<file path="config.mk">
export PLATFORM = sky130hd
export DESIGN_NAME = evm_ballot_controller_flat
export DESIGN_NICKNAME = d
export VERILOG_FILES = /design/src/rtl/evm_ballot_controller_if.sv /design/src/rtl/evm_ballot_controller.sv /design/src/flat_wrapper.sv
export SDC_FILE = /design/constraint.sdc
export NUM_CORES = 1
export LEC_CHECK = 0
export ABC_AREA = 1
export BUFFER_PORTS_ARGS = -buffer_cell sky130_fd_sc_hd__clkbuf_2
export CORE_MARGIN = 2
export CORE_UTILIZATION = 40
export CTS_CLUSTER_SIZE = 10
export DETAILED_ROUTE_END_ITERATION = 7
export SYNTH_ARGS = -nofsm -noshare
export SYNTH_HDL_FRONTEND = slang
export SYNTH_SLANG_ARGS = --single-unit
export TNS_END_PERCENT = 30
</file>
<file path="constraint.sdc">
create_clock -name CLK -period 2.78 [get_ports CLK]
set_input_delay 0.556 -clock CLK [delete_from_list [all_inputs] [get_ports CLK]]
set_output_delay 0.556 -clock CLK [all_outputs]
set_load 0.005 [all_outputs]
</file>
<file path="src/rtl/evm_ballot_controller_if.sv">
// Signal bundle between the officer/voter panel and the ballot controller.
// The slave side is the controller; the master side drives buttons and officer requests.
interface evm_ballot_controller_if;
    logic       P1;
    logic       P2;
    logic       P3;
    logic       NOTA;
    logic       BALLOT_EN;
    logic       CLOSE_POLL;
    logic       VOTE_P1;
    logic       VOTE_P2;
    logic       VOTE_P3;
    logic       VOTE_NOTA;
    logic       READY;
    logic       BEEP;
    logic       MULTI;
    logic       FULL;
    logic       CLOSED;
    logic [6:0] TOTAL;
    logic [2:0] state_dbg;

    // Buttons and officer requests are levels sampled on every rising edge. Each
    // VOTE_* strobe is a one-cycle pulse with no back-pressure; the counters must
    // accept it in the cycle it is high.
    modport master (
        output P1, P2, P3, NOTA, BALLOT_EN, CLOSE_POLL,
        input  VOTE_P1, VOTE_P2, VOTE_P3, VOTE_NOTA,
        input  READY, BEEP, MULTI, FULL, CLOSED, TOTAL, state_dbg
    );

    modport slave (
        input  P1, P2, P3, NOTA, BALLOT_EN, CLOSE_POLL,
        output VOTE_P1, VOTE_P2, VOTE_P3, VOTE_NOTA,
        output READY, BEEP, MULTI, FULL, CLOSED, TOTAL, state_dbg
    );
endinterface

</file>
<file path="src/rtl/evm_ballot_controller.sv">
// Arms one ballot at a time, debounces a single button press, issues one vote strobe,
// beeps, and tracks the ballot total against the display limit and poll close.
module evm_ballot_controller #(
    parameter int DEBOUNCE_CYCLES = 4,
    parameter int BEEP_CYCLES     = 8,
    parameter int MAX_VOTES       = 99
) (
    input  logic                  CLK,
    input  logic                  CLEAR_N,
    evm_ballot_controller_if.slave bus
);
    typedef enum logic [2:0] {
        S_IDLE, S_WAIT_REL, S_ARMED, S_DEBOUNCE, S_BEEP, S_CLOSED
    } state_t;

    localparam logic [3:0] DEB_N  = 4'(DEBOUNCE_CYCLES);
    localparam logic [7:0] BEEP_N = 8'(BEEP_CYCLES);
    localparam logic [6:0] MAX_V  = 7'(MAX_VOTES);

    state_t     state, state_d;
    logic [3:0] cand, cand_d;
    logic [3:0] cnt, cnt_d;
    logic [7:0] bcnt, bcnt_d;
    logic       close_pend, close_pend_d;
    logic [6:0] total, total_d;
    logic [3:0] vote_d, vote_q;
    logic       beep_d, beep_q;
    logic       ready_q, closed_q, full_q;

    logic [3:0] btn;
    logic       btn_one, btn_many, at_full;

    assign btn      = {bus.NOTA, bus.P3, bus.P2, bus.P1};
    assign btn_one  = (btn != 4'd0) && ((btn & (btn - 4'd1)) == 4'd0);
    assign btn_many = (btn != 4'd0) && !btn_one;
    assign at_full  = (total == MAX_V);

    always_comb begin
        state_d      = state;
        cand_d       = cand;
        cnt_d        = cnt;
        bcnt_d       = bcnt;
        close_pend_d = close_pend;
        total_d      = total;
        vote_d       = 4'd0;
        beep_d       = 1'b0;
        case (state)
            S_IDLE: begin
                if (bus.CLOSE_POLL)                  state_d = S_CLOSED;
                else if (bus.BALLOT_EN && !at_full)  state_d = S_WAIT_REL;
            end
            S_WAIT_REL: begin
                if (bus.CLOSE_POLL)     state_d = S_CLOSED;
                else if (btn == 4'd0)   state_d = S_ARMED;
            end
            S_ARMED: begin
                if (bus.CLOSE_POLL) begin
                    state_d = S_CLOSED;
                end else if (btn_one) begin
                    cand_d  = btn;
                    cnt_d   = 4'd1;
                    state_d = S_DEBOUNCE;
                end
            end
            S_DEBOUNCE: begin
                // A completing sample beats a simultaneous close: the vote is cast first.
                if (btn == cand && cnt + 4'd1 == DEB_N) begin
                    vote_d       = cand;
                    total_d      = total + 7'd1;
                    bcnt_d       = 8'd0;
                    close_pend_d = 1'b0;
                    state_d      = bus.CLOSE_POLL ? S_CLOSED : S_BEEP;
                end else if (bus.CLOSE_POLL) begin
                    state_d = S_CLOSED;
                end else if (btn == cand) begin
                    cnt_d = cnt + 4'd1;
                end else begin
                    state_d = S_ARMED;
                end
            end
            S_BEEP: begin
                // The strobe cycle is bcnt==0 with BEEP still low; BEEP covers the next BEEP_N cycles.
                if (bcnt == BEEP_N) begin
                    state_d      = (close_pend || bus.CLOSE_POLL) ? S_CLOSED : S_IDLE;
                    close_pend_d = 1'b0;
                end else begin
                    bcnt_d = bcnt + 8'd1;
                    beep_d = 1'b1;
                    if (bus.CLOSE_POLL) close_pend_d = 1'b1;
                end
            end
            S_CLOSED: begin
                state_d = S_CLOSED;
            end
            default: begin
                state_d = S_IDLE;
            end
        endcase
    end

    always_ff @(posedge CLK) begin
        if (!CLEAR_N) begin
            state      <= S_IDLE;
            cand       <= 4'd0;
            cnt        <= 4'd0;
            bcnt       <= 8'd0;
            close_pend <= 1'b0;
            total      <= 7'd0;
            vote_q     <= 4'd0;
            beep_q     <= 1'b0;
            ready_q    <= 1'b0;
            closed_q   <= 1'b0;
            full_q     <= 1'b0;
        end else begin
            state      <= state_d;
            cand       <= cand_d;
            cnt        <= cnt_d;
            bcnt       <= bcnt_d;
            close_pend <= close_pend_d;
            total      <= total_d;
            vote_q     <= vote_d;
            beep_q     <= beep_d;
            ready_q    <= (state_d == S_ARMED) || (state_d == S_DEBOUNCE);
            closed_q   <= (state_d == S_CLOSED);
            full_q     <= (total_d == MAX_V);
        end
    end

    assign bus.VOTE_P1   = vote_q[0];
    assign bus.VOTE_P2   = vote_q[1];
    assign bus.VOTE_P3   = vote_q[2];
    assign bus.VOTE_NOTA = vote_q[3];
    assign bus.READY     = ready_q;
    assign bus.BEEP      = beep_q;
    assign bus.MULTI     = (state == S_ARMED) && btn_many;
    assign bus.FULL      = full_q;
    assign bus.CLOSED    = closed_q;
    assign bus.TOTAL     = total;
    assign bus.state_dbg = state;
endmodule

</file>
<file path="src/flat_wrapper.sv">
// flat-port wrapper written by rule: the top's interface ports become plain ports
module evm_ballot_controller_flat 
#(
    parameter int DEBOUNCE_CYCLES = 4,
    parameter int BEEP_CYCLES     = 8,
    parameter int MAX_VOTES       = 99
)
  (CLK, CLEAR_N, bus_P1, bus_P2, bus_P3, bus_NOTA, bus_BALLOT_EN, bus_CLOSE_POLL, bus_VOTE_P1, bus_VOTE_P2, bus_VOTE_P3, bus_VOTE_NOTA, bus_READY, bus_BEEP, bus_MULTI, bus_FULL, bus_CLOSED, bus_TOTAL, bus_state_dbg);
  evm_ballot_controller_if bus_i ();
  input  logic CLK;
  input  logic CLEAR_N;
  input wire logic [$bits(bus_i.P1)-1:0] bus_P1;
  input wire logic [$bits(bus_i.P2)-1:0] bus_P2;
  input wire logic [$bits(bus_i.P3)-1:0] bus_P3;
  input wire logic [$bits(bus_i.NOTA)-1:0] bus_NOTA;
  input wire logic [$bits(bus_i.BALLOT_EN)-1:0] bus_BALLOT_EN;
  input wire logic [$bits(bus_i.CLOSE_POLL)-1:0] bus_CLOSE_POLL;
  output wire logic [$bits(bus_i.VOTE_P1)-1:0] bus_VOTE_P1;
  output wire logic [$bits(bus_i.VOTE_P2)-1:0] bus_VOTE_P2;
  output wire logic [$bits(bus_i.VOTE_P3)-1:0] bus_VOTE_P3;
  output wire logic [$bits(bus_i.VOTE_NOTA)-1:0] bus_VOTE_NOTA;
  output wire logic [$bits(bus_i.READY)-1:0] bus_READY;
  output wire logic [$bits(bus_i.BEEP)-1:0] bus_BEEP;
  output wire logic [$bits(bus_i.MULTI)-1:0] bus_MULTI;
  output wire logic [$bits(bus_i.FULL)-1:0] bus_FULL;
  output wire logic [$bits(bus_i.CLOSED)-1:0] bus_CLOSED;
  output wire logic [$bits(bus_i.TOTAL)-1:0] bus_TOTAL;
  output wire logic [$bits(bus_i.state_dbg)-1:0] bus_state_dbg;
  assign bus_i.P1 = bus_P1;
  assign bus_i.P2 = bus_P2;
  assign bus_i.P3 = bus_P3;
  assign bus_i.NOTA = bus_NOTA;
  assign bus_i.BALLOT_EN = bus_BALLOT_EN;
  assign bus_i.CLOSE_POLL = bus_CLOSE_POLL;
  assign bus_VOTE_P1 = bus_i.VOTE_P1;
  assign bus_VOTE_P2 = bus_i.VOTE_P2;
  assign bus_VOTE_P3 = bus_i.VOTE_P3;
  assign bus_VOTE_NOTA = bus_i.VOTE_NOTA;
  assign bus_READY = bus_i.READY;
  assign bus_BEEP = bus_i.BEEP;
  assign bus_MULTI = bus_i.MULTI;
  assign bus_FULL = bus_i.FULL;
  assign bus_CLOSED = bus_i.CLOSED;
  assign bus_TOTAL = bus_i.TOTAL;
  assign bus_state_dbg = bus_i.state_dbg;
  evm_ballot_controller #(.DEBOUNCE_CYCLES(DEBOUNCE_CYCLES), .BEEP_CYCLES(BEEP_CYCLES), .MAX_VOTES(MAX_VOTES)) u_core (.CLK(CLK), .CLEAR_N(CLEAR_N), .bus(bus_i));
endmodule
</file>
# --- After elaboration in Yosys (flattened, before gate mapping) ---
# Index checks and enable logic that the tools add are counted.
classes:
  eq_ne: 21
  reduce_logical: 21
  n_addsub: 4
  n_bitwise: 2
  n_mux: 29
ops:
  columns: ["op", "n"]
  rows:
  - ["3-bit 2-to-1 mux", 11]
  - ["4-bit 2-to-1 mux", 5]
  - ["3-bit one-hot mux with 6 select lines", 1]
  - ["8-bit 2-to-1 mux", 2]
  - ["8-bit one-hot mux with 2 select lines", 1]
  - ["7-bit equality test, second input constant", 2]
  - ["7-bit 2-to-1 mux", 2]
  - ["3-bit by 2-bit equality test with 1-bit output, second input constant", 4]
  - ["3-bit AND reduction", 4]
  - ["3-bit equality test, second input constant", 3]
  - ["8-bit by 1-bit adder with 8-bit output, second input constant", 1]
  - ["8-bit by 4-bit equality test with 1-bit output, second input constant", 1]
  - ["4-bit logical NOT", 2]
  - ["2-bit inequality test, second input constant", 4]
  - ["4-bit one-hot mux with 2 select lines", 1]
  - ["7-bit by 1-bit adder with 7-bit output, second input constant", 1]
  - ["2-bit by 1-bit inequality test with 1-bit output, second input constant", 3]
  - ["6-bit AND reduction", 1]
  - ["1-bit logical AND", 5]
  - ["1-bit 2-to-1 mux", 5]
  - ["4-bit by 1-bit adder with 4-bit output, second input constant", 1]
  - ["4-bit bitwise AND", 1]
  - ["4-bit by 3-bit equality test with 1-bit output, second input constant", 1]
  - ["4-bit equality test", 1]
  - ["11 further kinds", 14]
totals:
  wordCells: 88
  out_inout_bits: 19
  reg_bits: 35

# --- Logic depth before layout (Yosys ltp) ---
# Gate-level depths: netlist of the first run.
depth:
  word_depth: 9
  depth_mapped: 14
  mapped_depth_nobuf: 14

# --- Worst setup path after synthesis of the first run ---
# No wires, ideal clock.
synth_path:
  path_kind: "register to register"
  start: "register u_core.cnt[0]"
  end: "register u_core.full_q (netlist: u_core.bus.FULL)"
  setup_ns: 0.110
  period_less_slack_ns: 1.575
  t_arrival_ns: 1.465
  stages_incl_launch_ff: 13
  required_ns: 2.670
  setup_slack_ns: 1.205
  cell_sequence: "dfxtp_1 -> ha_1 -> inv_1 -> nand2_1 -> nand3_2 -> nor2_4 -> nand2_2 -> nor2_1 -> nand2_1 -> nand2_1 -> nand2_1 -> nand3_1 -> nor2_1"
synth_via:
  elab_chain_len: 6
synth_lines:
  columns: ["item", "line_no", "rtl"]
  rows:
  - ["start: declaration", "evm_ballot_controller.sv:22", "logic [3:0] cnt, cnt_d;"]
  - ["start signal: assignment", "evm_ballot_controller.sv:117", "cnt <= cnt_d;"]
  - ["4-bit by 1-bit adder with 4-bit output", "evm_ballot_controller.sv:67", "if (btn == cand && cnt + 4'd1 == DEB_N) begin"]
  - ["4-bit by 3-bit equality test with 1-bit output", "evm_ballot_controller.sv:67", null]
  - ["1-bit logical AND", "evm_ballot_controller.sv:67", null]
  - ["7-bit 2-to-1 mux", "evm_ballot_controller.sv:67", null]
  - ["7-bit 2-to-1 mux", "evm_ballot_controller.sv:47", "case (state)"]
  - ["7-bit equality test", "evm_ballot_controller.sv:125", "full_q <= (total_d == MAX_V);"]
  - ["end signal: assignment", "evm_ballot_controller.sv:125", null]
  - ["end: declaration", "evm_ballot_controller.sv:28", "logic ready_q, closed_q, full_q;"]
# No other way between the ends.
# A chain may end at the register's enable or synchronous reset.

# --- Final worst setup path of the first run ---
layout_path:
  start: "register u_core.state[1] (netlist: u_core.bus.state_dbg[1])"
  end: "output port bus_MULTI"
layout_via:
  elab_chain_len: 2
layout_lines:
  columns: ["item", "line_no", "rtl"]
  rows:
  - ["start: declaration", "evm_ballot_controller.sv:20", "state_t state, state_d;"]
  - ["start signal: assignment", "evm_ballot_controller.sv:115", "state <= state_d;"]
  - ["3-bit by 2-bit equality test with 1-bit output", "evm_ballot_controller.sv:135", "assign bus.MULTI = (state == S_ARMED) && btn_many;"]
  - ["1-bit logical AND", "evm_ballot_controller.sv:135", null]
  - ["end: declaration", "flat_wrapper.sv:24", "output wire logic [$bits(bus_i.MULTI)-1:0] bus_MULTI;"]
# No other way between the ends.

==> summary.md, run 1 <==
| Metric | Value |
|---|---|
| Site Rows | `25` |
| Clock root buffer master | `clkbuf_8` |
| Fin Clk Skew | `4.46 ps` |
| Leakage power | `0.000997 uW` |
| Fin. Hold Viols | `0` |
| Min cycle time layout | `2040 ps` |
| Setup bufs post-CTS | `0` |
| RePlAce Congestion | `0.805` |
| Clk_lat worst skew | `290 ps` |
| WP data required | `2220 ps` |
| Period utilization | `0.733` |
| DRT Pass-1 Iters | `4` |
| Post-DP Area | `0.00218 sq mm` |
| Max FO, Critical Path | `6` |
| Core area | `0.00475 sq mm` |
| Cts hold-fix bufs | `0` |
| GRT Util Overall | `0.167` |
| Via count | `1920` |
| Post-Place Cells | `392` |
| Post-Synthesis Cell Area | `0.00198 sq mm` |
| DP Wirelength | `3270 um` |
| Max Freq | `0.491 GHz` |
| Worst slew margin | `0.729` |
| Number of synthesized flops with an enable pin | `0` |
| Synth Instances | `302` |
| Die width | `74.3 um` |
| Non-Filler Instances | `400` |
| Routed Antenna Nets | `0` |
| Ys async rst share | `0` |
| Run status | `complete, no violations` |
| Crit Path Class | `flip-flop to output port` |
| Top-count cell post-synth | `nand2_1` |
| Inserted Diodes | `0` |
| Drt initial violations | `71` |
| Initial Utilization | `0.416` |
| Crit start category | `flip-flop` |
| Worst-margin pin slew | `403 ps` |
| # port buffers | `26` |
| Area grow syn2layout | `15.4%` |
| Cell area after layout | `0.00228 sq mm` |
| YS warnings | `0` |
| Area contributors post-synth | `dfxtp_1 35%, nand2_1 17%, nor2_1 8.4%, inv_1 5.1%, a21oi_1 5.1%` |
| Antenna violations before repair | `0` |
| Post-detailed-route wirelength per cell | `10.8 um` |
| CTS Sinks | `35` |
| Largest net degree at the start of global routing | `14` |
| Fill count | `498` |
| H-tree depth | `2` |
| Worst Setup End Kind | `output port` |
| Slew Limit Fails | `0` |
| Post-Synthesis Net Count | `315` |
| Dpl ws | `869 ps` |
| Hold Crit Class | `flip-flop to flip-flop` |
| Number of buffers created by CTS | `5` |
| Drt via density | `4.80` |
| Most used DFF post-synth | `dfxtp_1` |
| Mapped Avg Cell Area | `6.55 sq um` |
| Seq/Total Area, Yosys | `0.354` |
| Pwr Density | `466 mW/mm^2` |
| Number of global-route vias before repair | `1669` |
| Clock Tree Buf Depth | `2` |
| Library cells used by synthesis | `34` |
| Post-CTS Resized | `0` |
| First-pass GRT wire length | `7050 um` |
| RSZ-0062 raised after global routing | `false` |
| Die area | `0.00552 sq mm` |
| Layout cell share with drive strength beyond 1 | `0.174` |
| DRT Wirelength | `4320 um` |
| Final worst slack | `742 ps` |
| DRC errors left | `0` |
| Area leader, netlist | `dfxtp_1` |
| Peak supply drop | `0.341 mV` |
| Crit path arrival time | `1480 ps` |
| Flops & latches, synth | `35` |
| Final Setup Violations | `0` |
| Clock-pin slew on the worst setup and hold paths | `70 ps` |
| Synth cell count leaders | `88 x nand2_1, 44 x nor2_1, 35 x dfxtp_1, 27 x inv_1, 20 x a21oi_1` |
| Nets@finish | `345` |
| Setup TNS | `0 ps` |
| Yosys top cell area share | `0.354` |
| Maxcap violations | `0` |
| Die height | `74.3 um` |
| CTS tree | `built` |
| I/O pins | `27` |
| GRT overflow | `0` |
==> routing by layer <==
| metal | track usage | vias up | wire [um] | share of wire |
|---|---|---|---|---|
| met5 | 0 | - | 0 | 0 |
| met2 | 0.267 | 39 | 1900 | 0.44 |
| met4 | 0.0556 | 0 | 54 | 0.013 |
| met1 | 0.212 | 849 | 2130 | 0.49 |
| li1 | - | 1026 | - | - |
| met3 | 0.0556 | 6 | 228 | 0.053 |
==> layout by cell type (no fill, tap or decap), types with 3 or more instances in the layout <==
cell type | synthesis | routed
nand3_1 | 13 | 13
clkbuf_2 | 0 | 26
nor3_1 | 8 | 8
nor2_1 | 44 | 44
o21ai_0 | 5 | 5
o21ai_1 | 4 | 4
a21oi_1 | 20 | 20
dfxtp_1 | 35 | 35
nand2_2 | 3 | 3
nand4_1 | 5 | 5
nand2_1 | 88 | 88
inv_1 | 27 | 27
ha_1 | 5 | 5
inv_2 | 10 | 10
nor2_4 | 5 | 5
clkbuf_8 | 0 | 7
xor2_1 | 4 | 4
==> logic make-up (layout without fill, tap and decap cells) <==
logic type / Yosys count / in the layout / synth area share
xor+xnor: 5 / 5 / 0.0222
flops: 35 / 35 / 0.354
buf+inv: 43 / 74 / 0.0829
compound gates: 40 / 40 / 0.115
fa+ha+maj: 5 / 5 / 0.0316
simple gates: 174 / 174 / 0.394
==> layout make-up <==
type	instances	area, sq um	share of cell area
clock buffers	8	100	0.0439
inverters	39	146	0.0642
multi-input cells	224	1110	0.488
flip-flops and latches	35	701	0.307
well taps	67	83.8	0.0368
repair buffers	27	138	0.0603
==> where the power goes <==
group          switching (uW)  total (uW)  leakage (uW)  internal [uW]
registers                17.3         532      0.000283            515
logic                    75.5         119      0.000662           43.8
clock network             186         412     0.0000515            226
total                     278        1060      0.000997            785
==> critical path, stage by stage, from the launching register on <==
cell and delay, ps:
dfxtp_1 430, inv_2 90, nor2_4 100, inv_2 60
nor2_1 160, inv_1 60, a21oi_1 150, clkbuf_2 140
==> worst paths after layout <==
| check | start | endpoint | slack, ps | cells after the start |
|---|---|---|---|---|
| min | u_core.close_pend$_SDFFE_PN0P_ | u_core.close_pend$_SDFFE_PN0P_ | 480 | 1 |
| min reg2reg | u_core.close_pend$_SDFFE_PN0P_ | u_core.close_pend$_SDFFE_PN0P_ | 480 | 1 |
| max | u_core.bus.state_dbg[1]$_SDFF_PN0_ | bus_MULTI | 740 | 7 |
| max reg2reg | u_core.cnt[0]$_SDFFE_PN0P_ | u_core.bus.FULL$_SDFF_PN0_ | 910 | 13 |
==> metrics by stage <==
step / hold slack (ps) / utilization / power (uW)
2_1_floorplan: 450 / - / 628
3_3_place_gp: 463 / 0.459 / 665
3_5_place_dp: 471 / 0.459 / 665
4_1_cts: 488 / 0.480 / 1080
5_1_grt: 519 / 0.480 / 1120
6_report: 483 / 0.480 / 1060
==> flip-flops by register name (all words and copies together) (netlist names) <==
| signal | cells |
|---|---|
| u_core.bcnt | 8 |
| u_core.bus.BEEP | 1 |
| u_core.bus.CLOSED | 1 |
| u_core.bus.FULL | 1 |
| u_core.bus.READY | 1 |
| u_core.bus.TOTAL | 7 |
| u_core.bus.state_dbg | 3 |
| u_core.cand | 4 |
| u_core.close_pend | 1 |
| u_core.cnt | 4 |
| u_core.vote_q | 4 |
Note: power is estimated with default switching activity, not from simulation.
==> inputs of run 2 (changes only) <==
clock period = 2.1 ns   (was 2.78 ns; I/O delays follow)
==> run 2 against run 1 <==
Total power is 33% higher. Routed wire length rose by 5.1%. Clock skew up 0.80 ps. Cell area increased by 2.0%. Combinational power increased by 51%. Critical path depth unchanged. Sequential power rose by 31%. Hold slack worse by 2.8 ps. Final cell count grew 1.5%. Global-route usage up 1.3 points. First-iteration DRC count increased by 25%. Setup slack worse by 620 ps. Critical path type unchanged.
==> summary.md, run 2 (synthesized netlist as in run 1, its figures left out) <==
| Metric | Value |
|---|---|
| Run status | `complete, no violations` |
| RePlAce Congestion | `0.878` |
| Crit path arrival time | `1560 ps` |
| Core area | `0.00475 sq mm` |
| DRT Wirelength | `4540 um` |
| Area grow syn2layout | `17.7%` |
| Pwr Density | `606 mW/mm^2` |
| # port buffers | `26` |
| Drt initial violations | `89` |
| DP Wirelength | `3480 um` |
| Setup bufs post-CTS | `0` |
| Layout cell share with drive strength beyond 1 | `0.189` |
| Die height | `74.3 um` |
| Post-CTS Resized | `0` |
| DRT Pass-1 Iters | `4` |
| Die width | `74.3 um` |
| Clk_lat worst skew | `290 ps` |
| Fin. Hold Viols | `0` |
| Top reg by flops | `u_core.bcnt` |
| GRT Util Overall | `0.179` |
| Initial Utilization | `0.416` |
| Number of buffers created by CTS | `5` |
| Crit path from | `u_core.bus.state_dbg[1]$_SDFF_PN0_` |
| Tot Pwr | `1410 uW` |
| Clock-pin slew on the worst setup and hold paths | `70 ps` |
| Crit path to | `bus_MULTI` |
| Max Freq | `0.505 GHz` |
| Clock Tree Buf Depth | `2` |
| Cts hold-fix bufs | `0` |
| Inserted Diodes | `0` |
| Setup TNS | `0 ps` |
| Hold Crit Class | `flip-flop to flip-flop` |
| Peak supply drop | `0.417 mV` |
| Crit start category | `flip-flop` |
| Antenna violations before repair | `0` |
| Via count | `1935` |
| RR Startpoint | `u_core.cnt[0]$_SDFFE_PN0P_` |
| CTS tree | `built` |
| Commonest non-fill, non-tap cells in the layout | `88 x nand2_1, 44 x nor2_1, 35 x dfxtp_1` |
| First-pass GRT wire length | `7530 um` |
| Most common cell after layout, fill and taps aside | `nand2_1` |
| I/O pins | `27` |
| Reg2reg setup slack | `340 ps` |
| Largest net degree at the start of global routing | `13` |
| Worst slew margin | `0.708` |
| Leakage power | `0.00103 uW` |
| Fin Clk Skew | `5.26 ps` |
| Min cycle time layout | `1980 ps` |
| RSZ-0062 raised after global routing | `false` |
| Reg-to-Reg End | `u_core.bus.FULL$_SDFF_PN0_` |
| Die area | `0.00552 sq mm` |
| Nets@finish | `351` |
| Maxcap violations | `0` |
| Site Rows | `25` |
| CTS Sinks | `35` |
| Worst Setup End Kind | `output port` |
| DRC errors left | `0` |
| Crit Path Class | `flip-flop to output port` |
| H-tree depth | `2` |
| Drt via density | `4.77` |
| Max FO, Critical Path | `6` |
| Period utilization | `0.942` |
| Number of global-route vias before repair | `1673` |
| Worst-margin pin slew | `435 ps` |
| Max FFs per register | `8` |
| WP data required | `1680 ps` |
| Worst R2R Path Depth | `12` |
| GRT overflow | `0` |
| Post-detailed-route wirelength per cell | `11.2 um` |
| Clock root buffer master | `clkbuf_8` |
| Slew Limit Fails | `0` |
| Final Setup Violations | `0` |
| Routed Antenna Nets | `0` |
## run 2: area by class of cell
class / count / area [sq um]
Timing Repair Buffer: 33 / 183
Tap cell: 67 / 83.8
Sequential cell: 35 / 701
Inverter: 39 / 146
Clock buffer: 8 / 100
Multi-Input combinational cell: 224 / 1110
Fill cell: 518 / 2430
## run 2: worst max-delay path, cell delays in order (launching register included)
cell,delay [ps]
dfxtp_1,460
inv_2,100
nor2_4,100
inv_2,60
nor2_1,200
inv_1,70
a21oi_1,150
clkbuf_2,140
## run 2: how the worst min path moves through the flow
stage	startpoint	endpoint	slack [ps]	cells past startpoint
floorplan	u_core.close_pend$_SDFFE_PN0P_	u_core.close_pend$_SDFFE_PN0P_	450	1
detailed placement	u_core.close_pend$_SDFFE_PN0P_	u_core.close_pend$_SDFFE_PN0P_	470	1
CTS	bus_NOTA	u_core.cand[3]$_SDFFE_PN0P_	480	3
global route	bus_NOTA	u_core.cand[3]$_SDFFE_PN0P_	500	3
finish	u_core.close_pend$_SDFFE_PN0P_	u_core.close_pend$_SDFFE_PN0P_	480	1
global placement	u_core.close_pend$_SDFFE_PN0P_	u_core.close_pend$_SDFFE_PN0P_	460	1
## run 2: report_power, final
| group | internal (uW) | switching, uW |
|---|---|---|
| combinational | 67.2 | 112 |
| clock | 299 | 232 |
| sequential | 682 | 16.6 |
## run 2: metrics by stage
step	cell area (sq um)	hold slack (ps)	setup WS [ps]	std cells	utilization
after floorplan	1980	450	525	302	-
after global placement	2230	465	300	398	0.468
after detailed placement	2230	470	328	398	0.468
after CTS	2330	476	117	406	0.489
after global routing	2330	504	22.6	406	0.489
final	2330	481	121	406	0.489
## run 2: per-layer routing
metal  vias up  wire [um]  track usage
li1       1035          -            -
met5         -          0            0
met3         7        218       0.0447
met1       851       2270        0.238
met4         0         64       0.0655
met2        42       1980        0.284
